--- config.mk ---
export PLATFORM = sky130hd
export DESIGN_NAME = mem_access_unit
export DESIGN_NICKNAME = d
export VERILOG_FILES = /design/src/rtl/mem_access_unit.sv
export SDC_FILE = /design/constraint.sdc
export NUM_CORES = 1
export LEC_CHECK = 0
export CORE_MARGIN = 8
export CORE_UTILIZATION = 48
export DETAILED_ROUTE_END_ITERATION = 10
export PLACE_DENSITY = 0.87
export SYNTH_ARGS = -nofsm -noshare
export SYNTH_HDL_FRONTEND = slang
export SYNTH_SLANG_ARGS = --single-unit
--- constraint.sdc ---
create_clock -name clk -period 2.85 [get_ports clk]
set_input_delay 0.57 -clock clk [delete_from_list [all_inputs] [get_ports clk]]
set_output_delay 0.57 -clock clk [all_outputs]
set_load 0.01 [all_outputs]
--- src/rtl/mem_access_unit.sv ---
// MEM stage behind the ALU: formats stores, drives a req/ack data bus,
// extracts and extends load data, and returns one writeback beat per accepted op.
module mem_access_unit #(
  parameter int WORD_LEN = 32
) (
  input  logic                clk,
  input  logic                rst,
  input  logic                ex_valid,
  output logic                ex_ready,
  input  logic [WORD_LEN-1:0] alu_out,
  input  logic [WORD_LEN-1:0] store_data,
  input  logic                mem_read,
  input  logic                mem_write,
  input  logic [2:0]          funct3,
  input  logic [4:0]          rd_in,
  output logic                dmem_req,
  output logic                dmem_we,
  output logic [WORD_LEN-1:0] dmem_addr,
  output logic [3:0]          dmem_be,
  output logic [WORD_LEN-1:0] dmem_wdata,
  input  logic                dmem_ack,
  input  logic [WORD_LEN-1:0] dmem_rdata,
  output logic                wb_valid,
  output logic [WORD_LEN-1:0] wb_data,
  output logic [4:0]          wb_rd,
  output logic                fault
);

  typedef enum logic [1:0] {
    IDLE = 2'd0,
    BUS  = 2'd1,
    DONE = 2'd2
  } state_t;

  state_t      state;
  logic [1:0]  addr_lo;
  logic [2:0]  op_f3;
  logic [4:0]  op_rd;
  logic        op_load;

  function automatic logic access_fault(input logic [2:0] fn, input logic [1:0] a,
                                        input logic rd_op, input logic wr_op);
    logic bad;
    case (fn)
      3'b000, 3'b100: bad = 1'b0;
      3'b001, 3'b101: bad = a[0];
      3'b010:         bad = (a != 2'b00);
      default:        bad = 1'b1;
    endcase
    return bad | (rd_op & wr_op);
  endfunction

  // Only B/H/W sizes survive the fault check, so funct3[1:0] selects the width.
  function automatic logic [3:0] store_be(input logic [2:0] fn, input logic [1:0] a);
    logic [3:0] be;
    case (fn[1:0])
      2'b00:   be = 4'b0001 << a;
      2'b01:   be = 4'b0011 << a;
      default: be = 4'b1111;
    endcase
    return be;
  endfunction

  function automatic logic [31:0] store_wdata(input logic [2:0] fn, input logic [31:0] d);
    logic [31:0] w;
    case (fn[1:0])
      2'b00:   w = {4{d[7:0]}};
      2'b01:   w = {2{d[15:0]}};
      default: w = d;
    endcase
    return w;
  endfunction

  function automatic logic [31:0] load_format(input logic [2:0] fn, input logic [1:0] a,
                                              input logic [31:0] r);
    logic [7:0]  b;
    logic [15:0] h;
    logic [31:0] res;
    case (a)
      2'b00:   b = r[7:0];
      2'b01:   b = r[15:8];
      2'b10:   b = r[23:16];
      default: b = r[31:24];
    endcase
    h = a[1] ? r[31:16] : r[15:0];
    case (fn)
      3'b000:  res = {{24{b[7]}}, b};
      3'b100:  res = {24'd0, b};
      3'b001:  res = {{16{h[15]}}, h};
      3'b101:  res = {16'd0, h};
      default: res = r;
    endcase
    return res;
  endfunction

  // Control FSM with every output registered.
  always_ff @(posedge clk) begin
    if (rst) begin
      state      <= IDLE;
      ex_ready   <= 1'b1;
      dmem_req   <= 1'b0;
      dmem_we    <= 1'b0;
      dmem_addr  <= 32'd0;
      dmem_be    <= 4'd0;
      dmem_wdata <= 32'd0;
      wb_valid   <= 1'b0;
      wb_data    <= 32'd0;
      wb_rd      <= 5'd0;
      fault      <= 1'b0;
      addr_lo    <= 2'd0;
      op_f3      <= 3'd0;
      op_rd      <= 5'd0;
      op_load    <= 1'b0;
    end else begin
      case (state)
        IDLE: begin
          wb_valid <= 1'b0;
          if (ex_valid && ex_ready) begin
            ex_ready <= 1'b0;
            addr_lo  <= alu_out[1:0];
            op_f3    <= funct3;
            op_rd    <= rd_in;
            op_load  <= mem_read;
            if (!mem_read && !mem_write) begin
              state    <= DONE;
              wb_valid <= 1'b1;
              wb_data  <= alu_out;
              wb_rd    <= rd_in;
              fault    <= 1'b0;
            end else if (access_fault(funct3, alu_out[1:0], mem_read, mem_write)) begin
              state    <= DONE;
              wb_valid <= 1'b1;
              wb_data  <= 32'd0;
              wb_rd    <= 5'd0;
              fault    <= 1'b1;
            end else begin
              state      <= BUS;
              dmem_req   <= 1'b1;
              dmem_we    <= mem_write;
              dmem_addr  <= {alu_out[31:2], 2'b00};
              dmem_be    <= mem_write ? store_be(funct3, alu_out[1:0]) : 4'b1111;
              dmem_wdata <= mem_write ? store_wdata(funct3, store_data) : 32'd0;
            end
          end
        end
        BUS: begin
          if (dmem_ack) begin
            state    <= DONE;
            dmem_req <= 1'b0;
            wb_valid <= 1'b1;
            fault    <= 1'b0;
            if (op_load) begin
              wb_data <= load_format(op_f3, addr_lo, dmem_rdata);
              wb_rd   <= op_rd;
            end else begin
              wb_data <= 32'd0;
              wb_rd   <= 5'd0;
            end
          end
        end
        DONE: begin
          state    <= IDLE;
          wb_valid <= 1'b0;
          ex_ready <= 1'b1;
        end
        default: begin
          state    <= IDLE;
          wb_valid <= 1'b0;
          dmem_req <= 1'b0;
          ex_ready <= 1'b1;
        end
      endcase
    end
  end

endmodule

==> results of run 1 <==
==> cell families after synthesis <==
group	share of synthesized area
AO/OA/AOI/OAI	0.2877
AND/OR/NAND/NOR	0.1683
flip-flops	0.4271
buffers and inverters	0.06353
multiplexers	0.04986
XOR/XNOR	0.002869
other	0.0006612
==> path summary, 6_finish.rpt <==
check | startpoint | endpoint | slack, ns
worst max register to register | addr_lo[1] | wb_data[21] | 0.72
worst min-delay path | dmem_wdata[3] | dmem_wdata[3] | 0.45
worst min register to register | dmem_wdata[3] | dmem_wdata[3] | 0.45
worst max-delay path | funct3[0] | dmem_wdata[30] | 0.49
==> power groups by stage <==
stage          Combinational, mW  Clock, mW  Sequential, mW
3_3_place_gp               0.934          0            1.91
3_5_place_dp               0.960          0            1.91
4_1_cts                    0.966       1.97            1.88
2_1_floorplan              0.426          0            1.94
6_report                   0.971       1.95            1.88
5_1_grt                     1.03       2.03            1.89
==> cell type report <==
cell class,instances,area [um^2],area share
multi-input combinational,472,2919,0.3455
clock buffer,28,526.8,0.06235
clock inverter,2,10.01,0.001185
timing repair buffer,236,2350,0.2781
inverter,11,41.29,0.004887
tap,143,178.9,0.02118
sequential,121,2422,0.2867
==> layer usage <==
metal  GRT usage  vias to the layer above  share of wire
met2      0.4266                      402           0.47
met3     0.08936                       70          0.096
met1      0.2946                     2937           0.39
met5           0                        -              0
li1            -                     2797              -
met4      0.1559                        0          0.043
==> registers in the layout, indices dropped and copies added, names as in the netlist <==
signal      flops
op_load         1
addr_lo         2
dmem_addr      30
op_f3           3
dmem_be         4
dmem_we         1
state           2
ex_ready        1
wb_rd           5
dmem_req        1
op_rd           5
dmem_wdata     32
wb_valid        1
wb_data        32
fault           1
==> worst register-to-register path: stages (launching register included) <==
cell and delay [ns]:
dfxtp_1 0.43, buf_4 0.29, mux2i_1 0.27, a21oi_1 0.09
o211ai_2 0.66, a311oi_1 0.24
==> synthesized netlist by cell type, drive strengths merged, types with 2 or more instances <==
master,instances
nor2,22
o221ai,7
a21o,2
o2bb2ai,16
and3,8
buf,35
clkbuf,29
a22oi,29
a311oi,24
mux2i,17
o2111ai,2
o211ai,3
nor3,8
a21oi,116
nor2b,2
o21ai,11
nand2b,13
nand2,122
nand3b,5
a211oi,15
inv,11
nand3,18
mux2,8
a32oi,7
dfxtp,121
and2,4
==> cell usage in the layout (no fill, tap or decap), types with 2 or more instances in the layout <==
master,instances
conb_1,2
a32oi_1,7
clkbuf_16,17
o21ai_0,10
and3_1,8
mux2_2,8
o221ai_1,7
clkdlybuf4s50_1,216
nor2b_1,2
nor3_1,7
inv_1,11
mux2i_1,17
a21oi_1,115
buf_4,17
nor2_1,20
a211oi_1,15
and2_1,4
o2bb2ai_1,6
clkbuf_1,5
buf_12,3
a311oi_1,24
o211ai_1,2
nand3b_1,4
clkinv_2,2
a21o_1,2
clkbuf_8,6
nand2_1,122
nand3_1,18
o2bb2ai_2,10
a22oi_1,29
nand2b_1,12
dfxtp_1,121
nor2_2,2
==> through the flow <==
step | setup slack (ns) | total power [mW] | std cells
6_report | 0.4857 | 4.804 | 1013
5_1_grt | 0.3775 | 4.960 | 1013
3_5_place_dp | 0.09722 | 2.871 | 983
2_1_floorplan | 1.009 | 2.368 | 668
3_3_place_gp | 0.2445 | 2.839 | 983
4_1_cts | 0.5344 | 4.818 | 1013
==> results.yml, run 1 <==
timing:
  period_minus_slack_ns: 2.364
  fin_hold_ws_ns: 0.4495
  hold_violations: 0
  fin_crit_sh: 0.8296
  setup_viol: 0
  worstMarginPinSlew_ns: 0.8482
  fmax_ghz: 0.4230
  rsz0062_at_grt: "no"
  slew_headroom: 0.4339
  drv_slew: 0
  finalSetupTns_ns: 0
  finClkSkew_ns: 0.004799
pwr:
  combPwrFrac: 0.202
  switchingPower_mw: 1.277
  clockPowerShare: 0.407
  p_leak_nw: 2.932
  peakVddDrop_mv: 0.4086
  p_sw_frac: 0.2659
  pwr-share-seq: 0.391
  power.internal_mw: 3.527
  power_per_cell_area_nw_per_um2: 568.7
clock_network:
  htree_num_levels: 4
  numCtsBuffers: 17
  hold_buffers: 0
  cts.clk_slew.worst_paths_ns: 0.05
  cts.sinks: 121
  cts.path.max_buffers: 2
  cts_tree: "done"
  post-cts-setup-buffer-count: 0
  cts-resized-gates: 0
  clock_latency_ns: 0.41
  root_buffer: "clkbuf_16"
hold_path:
  whs_path_depth: 2
  hp-class: "register to register"
setup_path:
  crit_chain: "clkdlybuf4s50_1 -> a21oi_1 -> o2111a_2 -> buf_12 -> nand3b_4 -> o2bb2ai_1"
  start_kind: "input pin"
  cp_max_fo: 53
  worstSetupPathType: "input pin to register"
  cpPeakStageDelay_ns: 0.54
  arrival_ns: 2.69
  r2r_cells: 5
  worstPathRequired_ns: 3.18
  critPathBufInv: 2
  crit_cells: 6
  crit_family: "compound AO/OA/AOI/OAI gates"
  endpoint_kind: "register"
  cp_slowest_cell: "clkdlybuf4s50_1"
die:
  initial_utilization: 0.4946
  die_x_um: 124.7
  dieArea_um2: 15550
  num_rows: 39
  core_region_area_um2: 11470
  num_io_pins: 220
  fp.dieH_um: 124.7
synthesis:
  synth_cell_types: 50
  avgSynthCellArea_um2: 8.503
  synth-seq-cells: 121
  ys_warn_count: 0
  synth_top_cell_area_share: 0.4271
  ys_top_cells_by_area: "dfxtp_1 (43%), a21oi_1 (10%), nand2_1 (8.1%)"
  synthArstFlopShare: 0
  synthFlopType: "dfxtp_1"
  synth.yosys.seq_area_share: 0.4271
  yosys.area.top_type: "dfxtp_1"
  synthCells: 667
  synth-edff-count: 0
  synthesis.area_um2: 5672
routing:
  vias: 6206
  post_drt_wl_per_cell_um: 20.96
  drtIter0Drc: 745
  antenna_left: 0
  firstDrtPassIters: 5
  drt_wl_total_um: 21230
  vias_per_cell: 6.126
  drc_errors: 0
cells_and_area:
  syn_to_final_growth_pct: 48.95
  n_antenna_cell: 0
  final_area_um2: 8448
  drive_above_1_share: 0.08736
  n_fill_cell: 848
  post-route-util: 0.7367
  num-nets-final: 969
placed_design:
  placed_cell_area_um2: 7911
  hpwlAfterDp_um: 15450
  gp_congestion: 0.8755
  portBuffers: 217
outcome:
  status: "completed"
global_routing:
  grtUsageTotal: 0.2633
  overflow: 0
  grt_max_degree: 56
  antenna_found_initial: 0
  grt_pass1_vias: 6116
  grt_pass1_wl_um: 33180
flow_run:
  drv_cap: 0
(Power assumes the default switching activity.)
==> inputs of run 2 (changes only) <==
--- a/config.mk
+++ b/config.mk
@@ -6,9 +6,9 @@
 export NUM_CORES = 1
 export LEC_CHECK = 0
 export CORE_MARGIN = 8
-export CORE_UTILIZATION = 48
+export CORE_UTILIZATION = 40
 export DETAILED_ROUTE_END_ITERATION = 10
-export PLACE_DENSITY = 0.87
+export PLACE_DENSITY = 0.77
 export SYNTH_ARGS = -nofsm -noshare
 export SYNTH_HDL_FRONTEND = slang
 export SYNTH_SLANG_ARGS = --single-unit
==> constraint.sdc (replaced) <==
create_clock -name clk -period 2.1 [get_ports clk]
set_input_delay 0.42 -clock clk [delete_from_list [all_inputs] [get_ports clk]]
set_output_delay 0.42 -clock clk [all_outputs]
set_load 0.01 [all_outputs]
==> results.yml, run 2 (synthesis results as in run 1) <==
outcome:
  status: "completed"
global_routing:
  grt_pass1_wl_um: 31240
  overflow: 0
  grt_pass1_vias: 5714
  antenna_found_initial: 0
  grt_max_degree: 56
  grtUsageTotal: 0.2193
cells_and_area:
  final_cell_mix: "clkdlybuf4s50_1 (216), nand2_1 (122), dfxtp_1 (121), a21oi_1 (114), buf_4 (40)"
  layout_commonest_cell: "clkdlybuf4s50_1"
  drive_above_1_share: 0.1244
  num-nets-final: 998
  reg_top3: "dmem_wdata (32), wb_data (32), dmem_addr (30)"
  n_fill_cell: 1199
  n_antenna_cell: 0
  syn_to_final_growth_pct: 55.59
routing:
  drt_wl_total_um: 20730
  firstDrtPassIters: 6
  drtIter0Drc: 568
  post_drt_wl_per_cell_um: 19.20
  vias: 5899
  drc_errors: 0
  antenna_left: 0
  vias_per_cell: 5.462
timing:
  finalSetupTns_ns: 0
  worstMarginPinSlew_ns: 0.9137
  slew_headroom: 0.3886
  period_minus_slack_ns: 2.017
  finClkSkew_ns: 0.008630
  fin_crit_sh: 0.9603
  rsz0062_at_grt: "no"
  hold_violations: 0
  drv_slew: 0
  setup_viol: 0
  fmax_ghz: 0.4959
pwr:
  p_leak_nw: 3.115
  peakVddDrop_mv: 0.4879
  power_per_cell_area_nw_per_um2: 761.8
  p_total_mw: 6.722
clock_network:
  root_buffer: "clkbuf_16"
  clock_latency_ns: 0.41
  cts.sinks: 121
  htree_num_levels: 4
  cts.clk_slew.worst_paths_ns: 0.06
  hold_buffers: 0
  cts_tree: "done"
  cts.path.max_buffers: 2
  numCtsBuffers: 17
hold_path:
  hp-class: "input pin to register"
setup_path:
  cpPeakStageDelay_ns: 0.72
  crit_chain: "clkdlybuf4s50_1 -> buf_4 -> nor2_1 -> mux2i_1 -> o2bb2ai_2"
  critPathBufInv: 2
  worstPathRequired_ns: 2.40
  cp_slowest_cell: "nor2_1"
  worstSetupPathType: "input pin to register"
  endpoint_kind: "register"
  start_kind: "input pin"
  arrival_ns: 2.32
  crit_family: "buffers and inverters"
  cp_max_fo: 11
die:
  core_region_area_um2: 13880
  fp.dieH_um: 135.1
  num_io_pins: 220
  initial_utilization: 0.4086
  dieArea_um2: 18250
  die_x_um: 135.1
  num_rows: 43
placed_design:
  portBuffers: 217
  hpwlAfterDp_um: 15640
  gp_congestion: 0.8847
flow_run:
  drv_cap: 0
## run 2: changes by cell type in the layout (fill, tap and decap cells not counted)
cell,change
a21oi_1,-1
a21oi_2,+1
buf_12,+5
buf_4,+23
buf_6,+1
bufinv_16,+2
clkbuf_1,-5
clkbuf_8,-5
clkinv_2,+4
clkinv_4,+2
clkinvlp_4,+3
nor2_2,-2
nor2_4,+2
## run 2: through the flow
| stage | util | hold slack [ns] | worst slack (ns) | cell area, um^2 | cells |
|---|---|---|---|---|---|
| 6_report | 0.6357 | 0.4010 | 0.08330 | 8825 | 1080 |
| 2_1_floorplan | - | 0.4321 | 0.4088 | 5675 | 668 |
| 3_3_place_gp | 0.5929 | 0.4372 | -0.6745 | 8230 | 1048 |
| 3_5_place_dp | 0.5929 | 0.4449 | -0.7466 | 8230 | 1048 |
| 4_1_cts | 0.6347 | 0.3836 | 0.007077 | 8810 | 1079 |
| 5_1_grt | 0.6357 | 0.4010 | 0.02535 | 8825 | 1080 |
## run 2: power breakdown
part	leakage, nW	switching (mW)	internal (mW)
Sequential	0.986	0.0945	2.45
Combinational	1.85	0.662	0.718
Clock	0.277	1.04	1.76
Total	3.11	1.80	4.92
## run 2: final timing paths
check / start / end / slack, ns / cells after the start
setup / recovery: funct3[0] / dmem_wdata[12] / 0.08 / 5
hold reg to reg: dmem_addr[11] / dmem_addr[11] / 0.45 / 2
hold / removal: rst / dmem_wdata[14] / 0.40 / 3
setup reg to reg: addr_lo[1] / wb_data[20] / 0.31 / 6
## run 2: worst reg2reg max path: cells and delay by family (launching register included)
| family | cells | cell delay, ns |
|---|---|---|
| AOI/OAI and AO/OA | 3 | 0.75 |
| DFF | 1 | 0.40 |
| and+or+nand+nor | 1 | 0.13 |
| buffers and inverters | 2 | 0.42 |
## run 2: routing by layer
| layer | global-route usage | part of all wire | vias up |
|---|---|---|---|
| li1 | - | - | 2863 |
| met3 | 0.08692 | 0.11 | 29 |
| met4 | 0.08575 | 0.022 | 0 |
| met5 | 0 | 0 | - |
| met1 | 0.2533 | 0.40 | 2733 |
| met2 | 0.3564 | 0.46 | 274 |
## run 2: cell type report
cell class	instances	area [um^2]	share of cell area
tap	180	225.2	0.02552
clock inverter	13	130.1	0.01475
timing repair buffer	265	2634	0.2985
sequential	121	2422	0.2745
inverter	11	41.29	0.004679
clock buffer	18	439.2	0.04977
multi-input combinational	472	2933	0.3323
## run 2: repair_timing
action | in CTS | in global routing
pin swaps | 0 | 1
endpoints found under the setup margin | 38 | 47
gates resized for setup | 2 | 2
setup buffers | 0 | 1
==> inputs of run 3 (changes only) <==
--- a/config.mk
+++ b/config.mk
@@ -8,7 +8,9 @@
 export CORE_MARGIN = 8
 export CORE_UTILIZATION = 40
 export DETAILED_ROUTE_END_ITERATION = 10
+export HOLD_SLACK_MARGIN = 0.02
 export PLACE_DENSITY = 0.77
+export SLEW_MARGIN = 20
 export SYNTH_ARGS = -nofsm -noshare
 export SYNTH_HDL_FRONTEND = slang
 export SYNTH_SLANG_ARGS = --single-unit
==> results.yml, run 3 (synthesis results as in run 1) <==
outcome:
  status: "completed"
cells_and_area:
  final_cell_mix: "clkdlybuf4s50_1 (215), nand2_1 (122), dfxtp_1 (121), a21oi_1 (114), buf_4 (41)"
  drive_above_1_share: 0.1253
  reg_top3: "dmem_wdata (32), wb_data (32), dmem_addr (30)"
  n_antenna_cell: 0
  syn_to_final_growth_pct: 57.25
  num-nets-final: 999
  layout_commonest_cell: "clkdlybuf4s50_1"
timing:
  rsz0062_at_grt: "yes"
  drv_slew: 0
  period_minus_slack_ns: 2.025
  layout_setup_ws_ns: 0.07480
  fmax_ghz: 0.4938
  fin_crit_sh: 0.9644
  hold_violations: 0
  setup_viol: 0
  worstMarginPinSlew_ns: 0.8979
  slew_headroom: 0.3992
  finalSetupTns_ns: 0
  finClkSkew_ns: 0.007033
clock_network:
  hold_buffers: 0
  cts.clk_slew.worst_paths_ns: 0.06
  root_buffer: "clkbuf_16"
  cts_tree: "done"
  clock_latency_ns: 0.42
  numCtsBuffers: 17
  cts.path.max_buffers: 2
  htree_num_levels: 4
  cts.sinks: 121
global_routing:
  grt_max_degree: 56
  grt_pass1_vias: 5740
  grt_pass1_wl_um: 31790
  overflow: 0
  grtUsageTotal: 0.2234
  antenna_found_initial: 0
setup_path:
  start_kind: "input pin"
  cp_slowest_cell: "clkdlybuf4s50_1"
  arrival_ns: 2.28
  cp_max_fo: 29
  worstSetupPathType: "input pin to register"
  worstPathRequired_ns: 2.35
  crit_chain: "clkdlybuf4s50_1 -> nor4_4 -> buf_4 -> o211a_1 -> nor2_4 -> a311oi_1"
  endpoint_kind: "register"
  cpPeakStageDelay_ns: 0.59
  r2r_cells: 6
routing:
  vias_per_cell: 5.501
  firstDrtPassIters: 5
  drt_wl_total_um: 21100
  post_drt_wl_per_cell_um: 19.50
  drtIter0Drc: 533
  antenna_left: 0
  vias: 5952
  drc_errors: 0
die:
  die_x_um: 135.1
  num_io_pins: 220
  dieArea_um2: 18250
  initial_utilization: 0.4086
  num_rows: 43
  fp.dieH_um: 135.1
  core_region_area_um2: 13880
hold_path:
  whs_path_depth: 3
  hp-class: "input pin to register"
placed_design:
  portBuffers: 217
  gp_congestion: 0.8847
  dp_slack_ns: -0.5004
  hpwlAfterDp_um: 15670
pwr:
  power_per_cell_area_nw_per_um2: 804.3
  peakVddDrop_mv: 0.5750
  p_leak_nw: 3.164
flow_run:
  drv_cap: 0
[run 3: cell count changes in the layout (fill, tap and decap cells not counted)]
cell and change:
buf_4 +1, clkbuf_8 +1, clkinv_4 -1, bufinv_16 +3
clkdlybuf4s50_1 -1, clkbuf_1 +1, clkinv_2 -3, dlymetal6s2s_1 +1
[run 3: area by class of cell]
cell class | count | area, um^2
multi-input combinational | 472 | 2933
tap | 180 | 225.2
timing repair buffer | 266 | 2644
sequential | 121 | 2422
clock buffer | 20 | 456.7
fill | 1202 | 4962
clock inverter | 12 | 196.4
inverter | 11 | 41.29
[run 3: timing repair]
item                                    in CTS  in global routing
resized for setup                            2                  2
setup buffers                                0                  2
pin swaps                                    0                  2
endpoints found under the setup margin      16                 22
[run 3: through the flow]
step / instance area [um^2] / total power [mW] / utilization / hold slack (ns) / std cells
after floorplan: 5675 / 3.213 / - / 0.4321 / 668
after global placement: 8230 / 3.945 / 0.5929 / 0.4372 / 1048
after detailed placement: 8235 / 3.968 / 0.5933 / 0.4449 / 1048
after CTS: 8897 / 7.199 / 0.6410 / 0.3895 / 1080
after global routing: 8919 / 7.432 / 0.6425 / 0.4036 / 1082
final: 8919 / 7.173 / 0.6425 / 0.3987 / 1082
[run 3: worst paths after layout]
kind,slack (ns),end,from
min,0.40,dmem_wdata[14],rst
min reg2reg,0.45,dmem_wdata[22],dmem_wdata[22]
max,0.07,wb_data[1],funct3[0]
max reg2reg,0.29,wb_data[27],addr_lo[1]
[run 3: routing by layer]
metal | part of all wire | global-route usage | routed length (um) | vias to the layer above
li1 | - | - | - | 2864
met1 | 0.39 | 0.2615 | 8293 | 2767
met2 | 0.47 | 0.3641 | 9857 | 293
met3 | 0.12 | 0.08655 | 2533 | 28
met4 | 0.020 | 0.07896 | 418 | 0
met5 | 0 | 0 | 0 | -
[run 3: worst max-delay path, delay by kind of cell]
family	cells	cell delay, ns
buffers and inverters	2	0.74
AND/OR/NAND/NOR	2	0.65
AO/OA/AOI/OAI	2	0.45
[run 3: power breakdown]
group / internal, mW / leakage, nW / switching (mW) / total, mW
clock network: 2.16 / 0.312 / 1.08 / 3.24
registers: 2.45 / 0.986 / 0.0957 / 2.54
logic: 0.719 / 1.87 / 0.670 / 1.39
total: 5.33 / 3.16 / 1.84 / 7.17
